$ cat src/rtl/mux_demux_pkg.sv
// Shared channel codes and FSM states for the 4-to-1 mux and 1-to-4 demux pair.
// The demux side decodes the same channel codes that the mux emits.
package mux_demux_pkg;

    localparam int CH_W = 2;

    localparam logic [CH_W-1:0] CH0 = 2'b00;
    localparam logic [CH_W-1:0] CH1 = 2'b01;
    localparam logic [CH_W-1:0] CH2 = 2'b10;
    localparam logic [CH_W-1:0] CH3 = 2'b11;

    typedef enum logic {
        EMPTY = 1'b0,
        FULL  = 1'b1
    } state_e;

    // Channel index offset from a base, wrapping modulo the number of channels.
    function automatic logic [CH_W-1:0] ch_add(input logic [CH_W-1:0] base,
                                               input int unsigned       off);
        return base + CH_W'(off);
    endfunction

endpackage

$ cat src/rtl/rr_arb4.sv
// Combinational 4-request arbiter: round-robin starting after last_grant,
// or fixed priority (channel 0 highest) when MUX_FIXED_PRIO_EN is defined.
module rr_arb4
    import mux_demux_pkg::*;
(
    input  logic [3:0]      req,
    input  logic [CH_W-1:0] last_grant,
    output logic            grant_valid,
    output logic [CH_W-1:0] grant
);

`ifdef MUX_FIXED_PRIO_EN

    logic unused_last_grant;
    assign unused_last_grant = ^last_grant;

    // Walk from lowest priority up so the highest-priority request is written last.
    always_comb begin
        grant_valid = 1'b0;
        grant       = CH0;
        for (int i = 3; i >= 0; i--) begin
            if (req[i]) begin
                grant_valid = 1'b1;
                grant       = CH_W'(i);
            end
        end
    end

`else

    logic [CH_W-1:0] idx;

    // Offsets 4 down to 1 so the channel nearest after last_grant wins.
    always_comb begin
        grant_valid = 1'b0;
        grant       = CH0;
        idx         = CH0;
        for (int k = 4; k >= 1; k--) begin
            idx = ch_add(last_grant, k);
            if (req[idx]) begin
                grant_valid = 1'b1;
                grant       = idx;
            end
        end
    end

`endif

endmodule

$ cat src/rtl/mux4_1_rr_seq.sv
// Clocked 4-to-1 valid/ready mux with a registered output and channel code {S2,S1}.
// Arbitration is round-robin, or fixed priority when MUX_FIXED_PRIO_EN is defined.
module mux4_1_rr_seq
    import mux_demux_pkg::*;
#(
    parameter int DATA_W = 8
) (
    input  logic              clk,
    input  logic              rst,
    input  logic [DATA_W-1:0] A1,
    input  logic [DATA_W-1:0] A2,
    input  logic [DATA_W-1:0] A3,
    input  logic [DATA_W-1:0] A4,
    input  logic              V1,
    input  logic              V2,
    input  logic              V3,
    input  logic              V4,
    output logic              R1,
    output logic              R2,
    output logic              R3,
    output logic              R4,
    output logic [DATA_W-1:0] Y,
    output logic              S2,
    output logic              S1,
    output logic              YV,
    input  logic              YR
);

    state_e            state_q, state_d;
    logic [DATA_W-1:0] y_q, y_d;
    logic [CH_W-1:0]   code_q, code_d;
    logic [CH_W-1:0]   last_grant_q, last_grant_d;

    logic              load;
    logic              grant_valid;
    logic [CH_W-1:0]   grant;
    logic [DATA_W-1:0] sel_data;
    logic              accept;

    rr_arb4 u_arb (
        .req         ({V4, V3, V2, V1}),
        .last_grant  (last_grant_q),
        .grant_valid (grant_valid),
        .grant       (grant)
    );

    assign load = (state_q == EMPTY) || YR;

    // Ready is held low during reset so no word is taken while the register is cleared.
    assign accept = load && grant_valid && !rst;
    assign R1     = accept && (grant == CH0);
    assign R2     = accept && (grant == CH1);
    assign R3     = accept && (grant == CH2);
    assign R4     = accept && (grant == CH3);

    always_comb begin
        sel_data = A1;
        case (grant)
            CH0: sel_data = A1;
            CH1: sel_data = A2;
            CH2: sel_data = A3;
            CH3: sel_data = A4;
        endcase
    end

    // A load with no grant empties the register but keeps the last word and code visible.
    always_comb begin
        state_d      = state_q;
        y_d          = y_q;
        code_d       = code_q;
        last_grant_d = last_grant_q;
        if (load) begin
            if (grant_valid) begin
                state_d      = FULL;
                y_d          = sel_data;
                code_d       = grant;
                last_grant_d = grant;
            end else begin
                state_d = EMPTY;
            end
        end
    end

    always_ff @(posedge clk or posedge rst) begin
        if (rst) begin
            state_q      <= EMPTY;
            y_q          <= '0;
            code_q       <= CH0;
            last_grant_q <= CH3;
        end else begin
            state_q      <= state_d;
            y_q          <= y_d;
            code_q       <= code_d;
            last_grant_q <= last_grant_d;
        end
    end

    assign Y  = y_q;
    assign S2 = code_q[1];
    assign S1 = code_q[0];
    assign YV = (state_q == FULL);

endmodule

$ cat config.mk
export PLATFORM = sky130hd
export DESIGN_NAME = mux4_1_rr_seq
export DESIGN_NICKNAME = d
export VERILOG_FILES = /design/src/rtl/mux_demux_pkg.sv /design/src/rtl/rr_arb4.sv /design/src/rtl/mux4_1_rr_seq.sv
export SDC_FILE = /design/constraint.sdc
export NUM_CORES = 1
export LEC_CHECK = 0
export BUFFER_PORTS_ARGS = -buffer_cell sky130_fd_sc_hd__buf_4
export CORE_MARGIN = 4
export CORE_UTILIZATION = 43
export CTS_BUF_LIST = sky130_fd_sc_hd__clkbuf_2
export CTS_CLUSTER_SIZE = 10
export DETAILED_ROUTE_END_ITERATION = 7
export PLACE_DENSITY = 0.82
export REMOVE_ABC_BUFFERS = 1
export SYNTH_ARGS = -nofsm -noshare
export SYNTH_HDL_FRONTEND = slang
export SYNTH_HIERARCHICAL = 1
export SYNTH_SLANG_ARGS = --single-unit
$ cat constraint.sdc
create_clock -name clk -period 2.5 [get_ports clk]
set_input_delay 0.125 -clock clk [delete_from_list [all_inputs] [get_ports clk]]
set_output_delay 0.125 -clock clk [all_outputs]
set_load 0.02 [all_outputs]
==> metrics.txt <==
leakage power ~0.59 nW; Power Density about 840 nW/um^2; Pint 0.669 mW; Post-Synth XOR/XNOR Area 0%; Max-cap violations 0; share of cells above drive strength 1 a little under three quarters; sw power just under 0.4 mW; placed wire-length estimate about 1.8 mm; Post-synth EDFFs 0; area of the multi-input gates approximately 460 um^2; die area about 2700 um^2; vias in the first global route ~800; number of fill cells approximately 140; DRC Markers 0; maximum fanout along the worst path 14; GRT Overall Usage ~17%; Yosys reg bits 13; post-synthesis compound-gate area fraction 4.84%; total gr overflow 0; Slew Limit Fails 0; Syn Area/Cell approximately 14 um^2; CP cell instances nand2b_1 -> a21oi_2 -> o221ai_2 -> buf_4 -> nor4b_1 -> buf_4; Final min period 2.20 ns; H-tree depth 1; share of synthesized cell area in and, or, nand and nor gates 10.6%; post-synthesis mux area share 39.8%; Hold Fails Final Rpt 0; die extent in x ~52 um; Crit. Startpoint last_grant_q[1]; Worst Min Path Start YR; Post-Synthesis Cells between 50 and 60; slowest stage cell on the critical path dfstp_2; clk_skew 0.00279 ns; setup ws final ~0.30 ns; Yosys warnings 6; HP Class primary input to flop; Max rail drop VDD 0.488 mV; # IOs between 50 and 60; CTS resizes 0; fin nets roughly 160; clock buffer depth 2; critical path arrival between 2 and 2.5 ns; fmax about 460 MHz; Post-DRT Antenna Nets 0; slowest stage delay, CP 0.60 ns; Root Buffer clkbuf_2; Clk pwr share under 10%; Rel. slew slack between 50% and 60%; ant diodes 0; initial drt markers 4; Worst Path Required 2.38 ns; unrepaired setup endpoints after global routing false; Placed Cells 135; critical path capture point type primary output; effective utilization at floorplan a little under half; # setup viols final 0; Final Power between 1 and 1.5 mW; design area 1270 um^2; TritonCTS Buffers 3; sequential share of power about a third; worst slew pin tran about 0.62 ns; GPL Wtd Cong around 0.7; core area ~1800 um^2; Clock Pin Slew Worst Setup and Hold Paths between 0.1 and 0.15 ns; total number of vias around 750; CP Class flop to primary output; Setup crit start kind flop; run status complete, no violations; TritonCTS clock tree yes; Primary FF master, synth dfrtp_1; Std-Cell Rows 15; CTS sink cnt 13; Most common cell on crit path buf_4; WL/cell between 15 and 20 um; DRT Wirelength 2.18 mm; sequential-to-total area share from yosys stat roughly two fifths; Reg area 328 um^2; die span in y roughly 52 um; Async S/R FF share, synth 100%; setup TNS 0 ns; Synth-to-Final Area Change 53.1%; routed vias/inst approximately 5.3; Port Buf Inserts 53; pre-CTS setup slack roughly 0.34 ns; Cell variety after synth 22; mapped cell area around 830 um^2; Final Cycle Share between 80% and 90%; non-filler cells, final 140; Clk Latency, worst-skew pair roughly 0.27 ns; first-pass GRT wire length around 3.3 mm; largest net degree at the start of global routing 17; initial antenna violation count 0; sw frac 37.1%; Comb pwr share around 56%; Synth Area in Adders 0%; largest family of logic cells by synthesized area multiplexers; Placed Area about 1200 um^2; reg2reg start last_grant_q[1]; Pre-Repair DR Iteration Count 4
[worst max-delay path, delay by kind of cell, from the launching register on]
kind / cells / cell delay (ns)
buffers and inverters: 2 / 0.48
AND/OR/NAND/NOR: 2 / 0.49
flip-flops: 1 / 0.60
AO/OA/AOI/OAI: 2 / 0.22
[cells in the mapped netlist, types with 2 or more instances]
master / instances / area, um^2
nor4b_1: 2 / 17.5
mux4_2: 7 / 158
a21oi_1: 2 / 10.0
mux2_2: 12 / 135
nor2_1: 2 / 7.51
inv_1: 2 / 7.51
dfrtp_1: 11 / 275
dfstp_2: 2 / 52.6
nand2_1: 2 / 7.51
nand2b_1: 5 / 31.3
[cell families after synthesis]
logic type / after synthesis
multiplexers: 21
AO/OA/AOI/OAI: 5
flip-flops: 13
AND/OR/NAND/NOR: 14
buffers and inverters: 6
[cell type report]
class	count	area share, %
Multi-Input combinational cell	40	36.1
Sequential cell	13	25.9
Clock buffer	3	1.19
Tap cell	25	2.47
Timing Repair Buffer	56	33.4
Clock inverter	1	0.395
Inverter	2	0.593
[metal layers]
layer	vias up	routed length, um	GRT usage (%)
li1	340	-	-
met1	363	770	17.0
met2	40	1180	32.0
met3	4	176	4.30
met4	0	48	7.86
met5	-	0	0
[power groups by stage]
stage	Clock (mW)	Sequential [mW]	Combinational, mW
6_report	0.104	0.363	0.595
5_1_grt	0.119	0.374	0.632
4_1_cts	0.110	0.364	0.603
3_5_place_dp	0	0.368	0.601
3_3_place_gp	0	0.358	0.583
2_1_floorplan	0	0.449	0.269
[placed cells by master (no fill, tap or decap), types with 2 or more instances in the layout]
master	count
nand2b_1	5
dfstp_2	2
clkbuf_2	3
mux2_2	12
dfrtp_1	11
buf_4	55
nand2_1	2
mux4_2	7
a21oi_1	2
nor4b_1	2
inv_1	2
nor2_1	2
[state kept, by name, summed over array words and instances (netlist names)]
signal / cells
YV: 1
Y: 8
code_q: 2
last_grant_q: 2
[stage by stage]
step	hold WS, ns	util, %
finish	0.131	71.0
global route	0.153	71.0
CTS	0.129	71.0
detailed placement	0.202	69.3
global placement	0.209	69.3
floorplan	0.000528	-
[worst paths after layout]
| kind | endpoint | slack, ns | cells past startpoint |
|---|---|---|---|
| worst max-delay path | R2 | 0.30 | 6 |
| worst min-delay path | YV | 0.13 | 3 |
| worst max register to register | Y[6] | 0.34 | 6 |
| worst min register to register | code_q[1] | 0.53 | 1 |
| max in group asynchronous | last_grant_q[0] | 1.72 | 3 |
| min in group asynchronous | code_q[1] | 0.43 | 3 |
[what timing repair did]
item	4_1_cts	5_1_grt
setup buffers	0	0
hold buffers	1	0
endpoints found under the hold margin	11	0
Note: power is estimated with default switching activity, not from simulation.
